--- config.mk ---
export PLATFORM = sky130hd
export DESIGN_NAME = mem_arbiter
export DESIGN_NICKNAME = d
export VERILOG_FILES = /design/src/rtl/mem_arbiter_pkg.sv /design/src/rtl/mem_tag_table.sv /design/src/rtl/mem_arbiter.sv
export SDC_FILE = /design/constraint.sdc
export NUM_CORES = 1
export LEC_CHECK = 0
export BUFFER_PORTS_ARGS = -buffer_cell sky130_fd_sc_hd__buf_2
export CAP_MARGIN = 20
export CORE_AREA = 2 2 176 178
export DETAILED_ROUTE_END_ITERATION = 8
export DIE_AREA = 0 0 178 180
export GPL_TIMING_DRIVEN = 1
export MAX_ROUTING_LAYER = met4
export PLACE_DENSITY = 0.47
export REMOVE_ABC_BUFFERS = 1
export SYNTH_ARGS = -nofsm -noshare
export SYNTH_HDL_FRONTEND = slang
export SYNTH_SLANG_ARGS = --single-unit
--- constraint.sdc ---
create_clock -name clock -period 2.8 [get_ports clock]
set_input_delay 0.42 -clock clock [delete_from_list [all_inputs] [get_ports clock]]
set_output_delay 0.42 -clock clock [all_outputs]
set_load 0.02 [all_outputs]
--- src/rtl/mem_arbiter_pkg.sv ---
// Shared memory-interface definitions for the memory arbiter slice.
// Holds the types normally found in sys_defs.svh: MEM_COMMAND, MEM_TAG,
// MEM_BLOCK, ADDR and the ARB_OWNER enum used by the owner table.
// Related configuration macro (used by mem_arbiter): ARB_FAIRNESS_EN.
package mem_arbiter_pkg;

  localparam int NUM_MEM_TAGS = 16;

  typedef enum logic [1:0] {
    MEM_NONE  = 2'd0,
    MEM_LOAD  = 2'd1,
    MEM_STORE = 2'd2
  } MEM_COMMAND;

  typedef logic [3:0]  MEM_TAG;
  typedef logic [63:0] MEM_BLOCK;
  typedef logic [31:0] ADDR;

  typedef enum logic {
    ARB_DCACHE = 1'b0,
    ARB_ICACHE = 1'b1
  } ARB_OWNER;

endpackage

--- src/rtl/mem_tag_table.sv ---
// Owner table for outstanding memory load tags.
// One entry per MEM_TAG: valid bit plus owner (dcache / icache).
// Ports:
//   clock, reset          : rising-edge clock, synchronous active-high reset
//   alloc_en/tag/owner    : record a new outstanding load at the next edge
//   lookup_tag            : combinational read of the pre-edge table
//   lookup_valid/owner    : result of the lookup
//   free_en/free_tag      : retire an entry at the next edge
// When the same tag is freed and allocated in one cycle the allocation wins.
module mem_tag_table
  import mem_arbiter_pkg::*;
(
  input  logic     clock,
  input  logic     reset,
  input  logic     alloc_en,
  input  MEM_TAG   alloc_tag,
  input  ARB_OWNER alloc_owner,
  input  MEM_TAG   lookup_tag,
  output logic     lookup_valid,
  output ARB_OWNER lookup_owner,
  input  logic     free_en,
  input  MEM_TAG   free_tag
);

  logic [NUM_MEM_TAGS-1:0] valid_q, valid_d;
  logic [NUM_MEM_TAGS-1:0] owner_q, owner_d;

  // Next-state of every entry; allocation takes precedence over free.
  always_comb begin
    valid_d = valid_q;
    owner_d = owner_q;
    for (int i = 0; i < NUM_MEM_TAGS; i++) begin
      if (alloc_en && (alloc_tag == MEM_TAG'(i))) begin
        valid_d[i] = 1'b1;
        owner_d[i] = alloc_owner;
      end else if (free_en && (free_tag == MEM_TAG'(i))) begin
        valid_d[i] = 1'b0;
        owner_d[i] = owner_q[i];
      end else begin
        valid_d[i] = valid_q[i];
        owner_d[i] = owner_q[i];
      end
    end
  end

  // Table state register.
  always_ff @(posedge clock) begin
    if (reset) begin
      valid_q <= '0;
      owner_q <= '0;
    end else begin
      valid_q <= valid_d;
      owner_q <= owner_d;
    end
  end

  assign lookup_valid = valid_q[lookup_tag];
  assign lookup_owner = ARB_OWNER'(owner_q[lookup_tag]);

endmodule

--- src/rtl/mem_arbiter.sv ---
// Memory arbiter between the dcache/MSHR and the icache.
// Picks at most one requester per cycle (dcache priority), forwards its
// command/addr/data to memory, returns the transaction tag and grant to the
// winner, and routes returning data to the owner recorded in mem_tag_table.
// Ports:
//   clock, reset                       : clock, synchronous active-high reset
//   dc_command/dc_addr/dc_data         : dcache request
//   ic_command/ic_addr                 : icache request (loads only)
//   mem2proc_*                         : memory responses
//   proc2mem_*                         : request to memory
//   dc_grant, ic_grant                 : request accepted this cycle
//   {dc,ic}_transaction_tag/data_tag/mem_data : per-requester responses
// Configuration: define ARB_FAIRNESS_EN to let a starved icache (denied for
// STARVE_LIMIT consecutive cycles) override dcache priority.
module mem_arbiter
  import mem_arbiter_pkg::*;
#(
  parameter int STARVE_LIMIT = 4
) (
  input  logic       clock,
  input  logic       reset,
  input  MEM_COMMAND dc_command,
  input  ADDR        dc_addr,
  input  MEM_BLOCK   dc_data,
  input  MEM_COMMAND ic_command,
  input  ADDR        ic_addr,
  input  MEM_TAG     mem2proc_transaction_tag,
  input  MEM_TAG     mem2proc_data_tag,
  input  MEM_BLOCK   mem2proc_data,
  output MEM_COMMAND proc2mem_command,
  output ADDR        proc2mem_addr,
  output MEM_BLOCK   proc2mem_data,
  output logic       dc_grant,
  output logic       ic_grant,
  output MEM_TAG     dc_transaction_tag,
  output MEM_TAG     ic_transaction_tag,
  output MEM_TAG     dc_data_tag,
  output MEM_TAG     ic_data_tag,
  output MEM_BLOCK   dc_mem_data,
  output MEM_BLOCK   ic_mem_data
);

  logic     dc_req_s, ic_req_s, dc_wins_s, ic_wins_s, ic_starved_s, tag_ok_s;
  logic     alloc_en_s, lookup_valid_s, route_valid_s;
  ARB_OWNER lookup_owner_s, alloc_owner_s;

  // Winner selection and request forwarding to memory.
  always_comb begin
    dc_req_s           = (dc_command != MEM_NONE);
    ic_req_s           = (ic_command != MEM_NONE);
    ic_wins_s          = ic_req_s && (!dc_req_s || ic_starved_s);
    dc_wins_s          = dc_req_s && !ic_wins_s;
    tag_ok_s           = (mem2proc_transaction_tag != 4'd0);
    proc2mem_command   = MEM_NONE;
    proc2mem_addr      = '0;
    proc2mem_data      = '0;
    dc_grant           = 1'b0;
    ic_grant           = 1'b0;
    dc_transaction_tag = 4'd0;
    ic_transaction_tag = 4'd0;
    alloc_owner_s      = ARB_DCACHE;
    if (dc_wins_s) begin
      proc2mem_command   = dc_command;
      proc2mem_addr      = dc_addr;
      proc2mem_data      = dc_data;
      dc_grant           = tag_ok_s;
      dc_transaction_tag = mem2proc_transaction_tag;
      alloc_owner_s      = ARB_DCACHE;
    end else if (ic_wins_s) begin
      proc2mem_command   = ic_command;
      proc2mem_addr      = ic_addr;
      ic_grant           = tag_ok_s;
      ic_transaction_tag = mem2proc_transaction_tag;
      alloc_owner_s      = ARB_ICACHE;
    end else begin
      proc2mem_command   = MEM_NONE;
    end
    // Only accepted loads produce a later data response worth tracking.
    alloc_en_s = (dc_grant || ic_grant) && (proc2mem_command == MEM_LOAD);
  end

`ifdef ARB_FAIRNESS_EN
  localparam int CNT_W = $clog2(STARVE_LIMIT + 1);
  logic [CNT_W-1:0] starve_cnt_q, starve_cnt_d;

  // Saturating count of consecutive cycles the icache asked and was refused.
  always_comb begin
    starve_cnt_d = starve_cnt_q;
    if (!ic_req_s || ic_grant) begin
      starve_cnt_d = '0;
    end else if (starve_cnt_q < CNT_W'(STARVE_LIMIT)) begin
      starve_cnt_d = starve_cnt_q + CNT_W'(1);
    end else begin
      starve_cnt_d = starve_cnt_q;
    end
  end

  // Starvation counter register.
  always_ff @(posedge clock) begin
    if (reset) begin
      starve_cnt_q <= '0;
    end else begin
      starve_cnt_q <= starve_cnt_d;
    end
  end

  assign ic_starved_s = (starve_cnt_q >= CNT_W'(STARVE_LIMIT));
`else
  logic unused_starve_limit_s;
  assign unused_starve_limit_s = (STARVE_LIMIT > 0);
  assign ic_starved_s          = 1'b0;
`endif

  mem_tag_table u_tag_table (
    .clock        (clock),
    .reset        (reset),
    .alloc_en     (alloc_en_s),
    .alloc_tag    (mem2proc_transaction_tag),
    .alloc_owner  (alloc_owner_s),
    .lookup_tag   (mem2proc_data_tag),
    .lookup_valid (lookup_valid_s),
    .lookup_owner (lookup_owner_s),
    .free_en      (route_valid_s),
    .free_tag     (mem2proc_data_tag)
  );

  // Response routing from the pre-edge table; masked while reset is high so a
  // response for a pre-reset tag is never delivered.
  always_comb begin
    route_valid_s = !reset && (mem2proc_data_tag != 4'd0) && lookup_valid_s;
    dc_data_tag   = 4'd0;
    ic_data_tag   = 4'd0;
    dc_mem_data   = '0;
    ic_mem_data   = '0;
    if (route_valid_s && (lookup_owner_s == ARB_ICACHE)) begin
      ic_data_tag = mem2proc_data_tag;
      ic_mem_data = mem2proc_data;
    end else if (route_valid_s) begin
      dc_data_tag = mem2proc_data_tag;
      dc_mem_data = mem2proc_data;
    end else begin
      dc_data_tag = 4'd0;
    end
  end

endmodule
==> metrics.md <==
| Metric | Value |
|---|---|
| Status | `finished, violations left` |
| Violated checks | `negative setup slack` |
| DRC | `0` |
| Num CTS Buffers | `5` |
| Crit path cell chain | `mux4_2 > a22o_4 > a221o_2 > buf_6 > a211oi_1 > buf_2` |
| RSZ-0062 raised after global routing | `true` |
| DR WL/cell | `23.52 um` |
| TritonCTS Sinks | `31` |
| Largest net degree at the start of global routing | `slightly above 100` |
| Worst-Skew Late Latency | `~0.28 ns` |
| Slew headroom | `between 40% and 50%` |
| Int Power | `between 1 and 1.5 mW` |
| Hold path startpoint | `u_tag_table.owner_q[0]$_SDFFE_PP0P_` |
| Yosys cell types | `36` |
| IO buf count | `about 450` |
| CTS H-tree lvls | `2` |
| Logic pwr share | `about 50%` |
| Async SR Flop Fraction | `0%` |
| Reg clk slew, reported paths | `around 0.05 ns` |
| Chip width | `~180 um` |
| Min-Delay Endpoint | `u_tag_table.owner_q[0]$_SDFFE_PP0P_` |
| Hold depth | `1` |
| Register area share after synthesis | `between 15 and 20%` |
| Final hold vios | `0` |
| Setup Skew | `0 ns` |
| Sw frac | `between 30% and 40%` |
| Psw | `around 840 uW` |
| Setup CP Type | `flip-flop to output pin` |
| R2r worst-path depth | `2` |
| Crit path launch type | `flip-flop` |
| Register bit total from synthesis | `31` |
| Min Tclk post-route | `about 2.9 ns` |
| Arr. time, crit path | `approximately 2.5 ns` |
| Worst r2r dst | `u_tag_table.owner_q[12]$_SDFFE_PP0P_` |
| Peak supply drop | `between 0.15 and 0.2 mV` |
| Gate count of the mapped netlist | `about 550` |
| Starting Density | `13.42%` |
| Number of I/O pins | `450` |
| Synth top area share | `19.27%` |
| Pwr Density | `between 200 and 300 nW/um^2` |
| Final WS setup | `-0.07971 ns` |
| Initial antenna violation count | `13` |
| Top post-synthesis cells by area | `a211oi_1, dfxtp_1, and2_1` |
| Hpwl dp | `about 25000 um` |
| Antenna Nets Post-Route | `0` |
| Area growth, synth to finish | `106.1%` |
| CP Max Fanout | `6` |
| Most frequent cell after synthesis | `a211oi_1` |
| Routability Congestion | `roughly 0.89` |
| Gr usage total | `between 10% and 20%` |
| Cell area after synthesis | `roughly 4000 sq um` |
| Clock Root Buffer | `clkbuf_16` |
| Flop pwr share | `between 20% and 30%` |
| Number of synthesized flops with an enable pin | `0` |
| Row cnt | `between 60 and 70` |
| Slowest stage cell, crit path | `mux4_2` |
| Post-synth top cells | `a211oi_1, and2_1, inv_1` |
| Max-slew violation count | `0` |
| Die Ht | `roughly 180 um` |
| Detailed Routing Iterations Pass 1 | `4` |
| Dpl ws | `-0.1338 ns` |
| Vias in the first global route | `5278` |
| Worst Path Required | `2.38 ns` |
| Setup violators final | `65` |
| RR Startpoint | `u_tag_table.owner_q[12]$_SDFFE_PP0P_` |
| Share of cells above drive strength 1 | `62.34%` |
| Most used DFF post-synth | `dfxtp_1` |
| CTS Buffer Depth | `2` |
| Largest area contributor in the netlist | `a211oi_1` |
| First-pass GRT wire length | `between 30000 and 40000 um` |
| DRT Wirelength | `32950 um` |
| Total power | `2.142 mW` |
| Fill cell count | `about 3300` |
| Fin nets | `approximately 1200` |
| Gr ovfl total | `0` |
| Slowest stage delay, CP | `about 0.51 ns` |
| Vias/cell | `roughly 4.5` |
| CTS Hold Buffers Added | `0` |
| Fin Hold WS | `approximately 0.46 ns` |
| Clock power frac | `between 20% and 30%` |
| Yosys warning total | `0` |
| Die area | `around 32000 sq um` |
| CP endpoint kind | `output pin` |
| Max frequency | `between 0.3 and 0.4 GHz` |
| Vias | `6312` |
| CTS tree | `done` |
| DRT iter0 DRCs | `around 280` |
| Core Area | `30190 sq um` |
| Leakage Power | `a little over 4 nW` |
| Maxcap violations | `0` |
| Average cell area after synthesis | `approximately 7.3 sq um` |
| Hold WC Path Type | `flip-flop to flip-flop` |
| Worst-Margin Slew | `between 0.8 and 0.9 ns` |
| R2r setup slk | `roughly 2.1 ns` |
| Fin crit share | `102.8%` |
-- metal layers --
layer / up-vias / global-route usage (%) / wire length, um
met1: 2999 / 17.79 / 11800
met2: 340 / 32.74 / 18040
met5: - / - / 0
li1: 2920 / - / -
met3: 53 / 3.321 / 2289
met4: 0 / 3.902 / 814
-- placed cells by master, fill, tap and decap left out, types with 2 or more instances in the layout --
cell type and n:
nor2b_1 7, a21o_1 2, mux2_2 5, a211oi_1 52
buf_12 13, buf_8 2, nor3_1 3, mux4_2 5
clkbuf_16 23, nor2_1 11, dfxtp_1 29, a22o_1 32
dfxtp_2 2, nand2_1 15, or2_2 3, o22ai_1 2
a2111oi_0 5, diode_2 4, a211oi_2 71, buf_4 100
nand3_1 7, or4_4 4, inv_1 69, buf_6 17
mux2i_1 12, o21ai_0 18, buf_2 355, and2_1 71
a211oi_4 10, a21oi_1 21, nand2b_1 15
-- registers in the layout, summed over array words and instances (netlist names) --
register	flops
u_tag_table.owner_q	16
u_tag_table.valid_q	15
-- worst max-delay path, delay by kind of cell, from the launching register on --
kind | cells | cell delay [ns]
AO/OA/AOI/OAI | 3 | 0.97
buffers and inverters | 2 | 0.40
flip-flops | 1 | 0.31
multiplexers | 1 | 0.51
-- layout make-up --
class | count | area, sq um | share of cell area, %
inverter | 69 | 259.0 | 3.100
sequential | 31 | 623.1 | 7.458
clock buffer | 6 | 138.9 | 1.662
multi-input combinational | 386 | 3298 | 39.48
timing repair buffer | 507 | 3495 | 41.83
antenna | 4 | 10.01 | 0.1198
clock inverter | 2 | 35.03 | 0.4194
tap | 396 | 495.5 | 5.931
-- repair_timing --
| item | CTS | global route |
|---|---|---|
| buffers inserted | 0 | 5 |
| pin swaps | 0 | 58 |
| endpoints found under the setup margin | 72 | 133 |
| cloned | 0 | 30 |
| resized for setup | 27 | 174 |
-- worst max path at each step --
stage               depth (start not counted)               to                           startpoint
floorplan                                   4   ic_data_tag[2]                 mem2proc_data_tag[1]
global placement                            7  dc_mem_data[29]                 mem2proc_data_tag[0]
detailed placement                          7  dc_mem_data[14]                 mem2proc_data_tag[0]
CTS                                         7   dc_mem_data[8]                 mem2proc_data_tag[0]
global route                                6  dc_mem_data[60]  u_tag_table.owner_q[4]$_SDFFE_PP0P_
finish                                      6  dc_mem_data[30]  u_tag_table.owner_q[7]$_SDFFE_PP0P_
-- stage by stage --
stage / instance area, sq um / TNS, ns / std cells / util [%]
final: 8354 / -1.218 / 1401 / 27.67
after global routing: 8352 / -7.005 / 1400 / 27.67
after detailed placement: 6830 / -6.352 / 1354 / 22.63
after floorplan: 3732 / -265.06 / 482 / -
after CTS: 7084 / -1.007 / 1362 / 23.47
after global placement: 6830 / -2.897 / 1354 / 22.63
-- logic make-up after synthesis --
| logic type | synth area share, % |
|---|---|
| compound gates | 43.66 |
| buf+inv | 14.29 |
| flops | 15.31 |
| mux | 7.132 |
| simple gates | 19.60 |
-- power groups by stage --
stage / logic [mW] / clock network, mW / registers [mW]
floorplan: 0.450 / 0 / 0.456
global placement: 0.946 / 0 / 0.457
detailed placement: 0.950 / 0 / 0.457
CTS: 0.962 / 0.647 / 0.447
global route: 1.11 / 0.662 / 0.448
finish: 1.05 / 0.639 / 0.447
No activity file was read; power rests on OpenSTA's default activity.
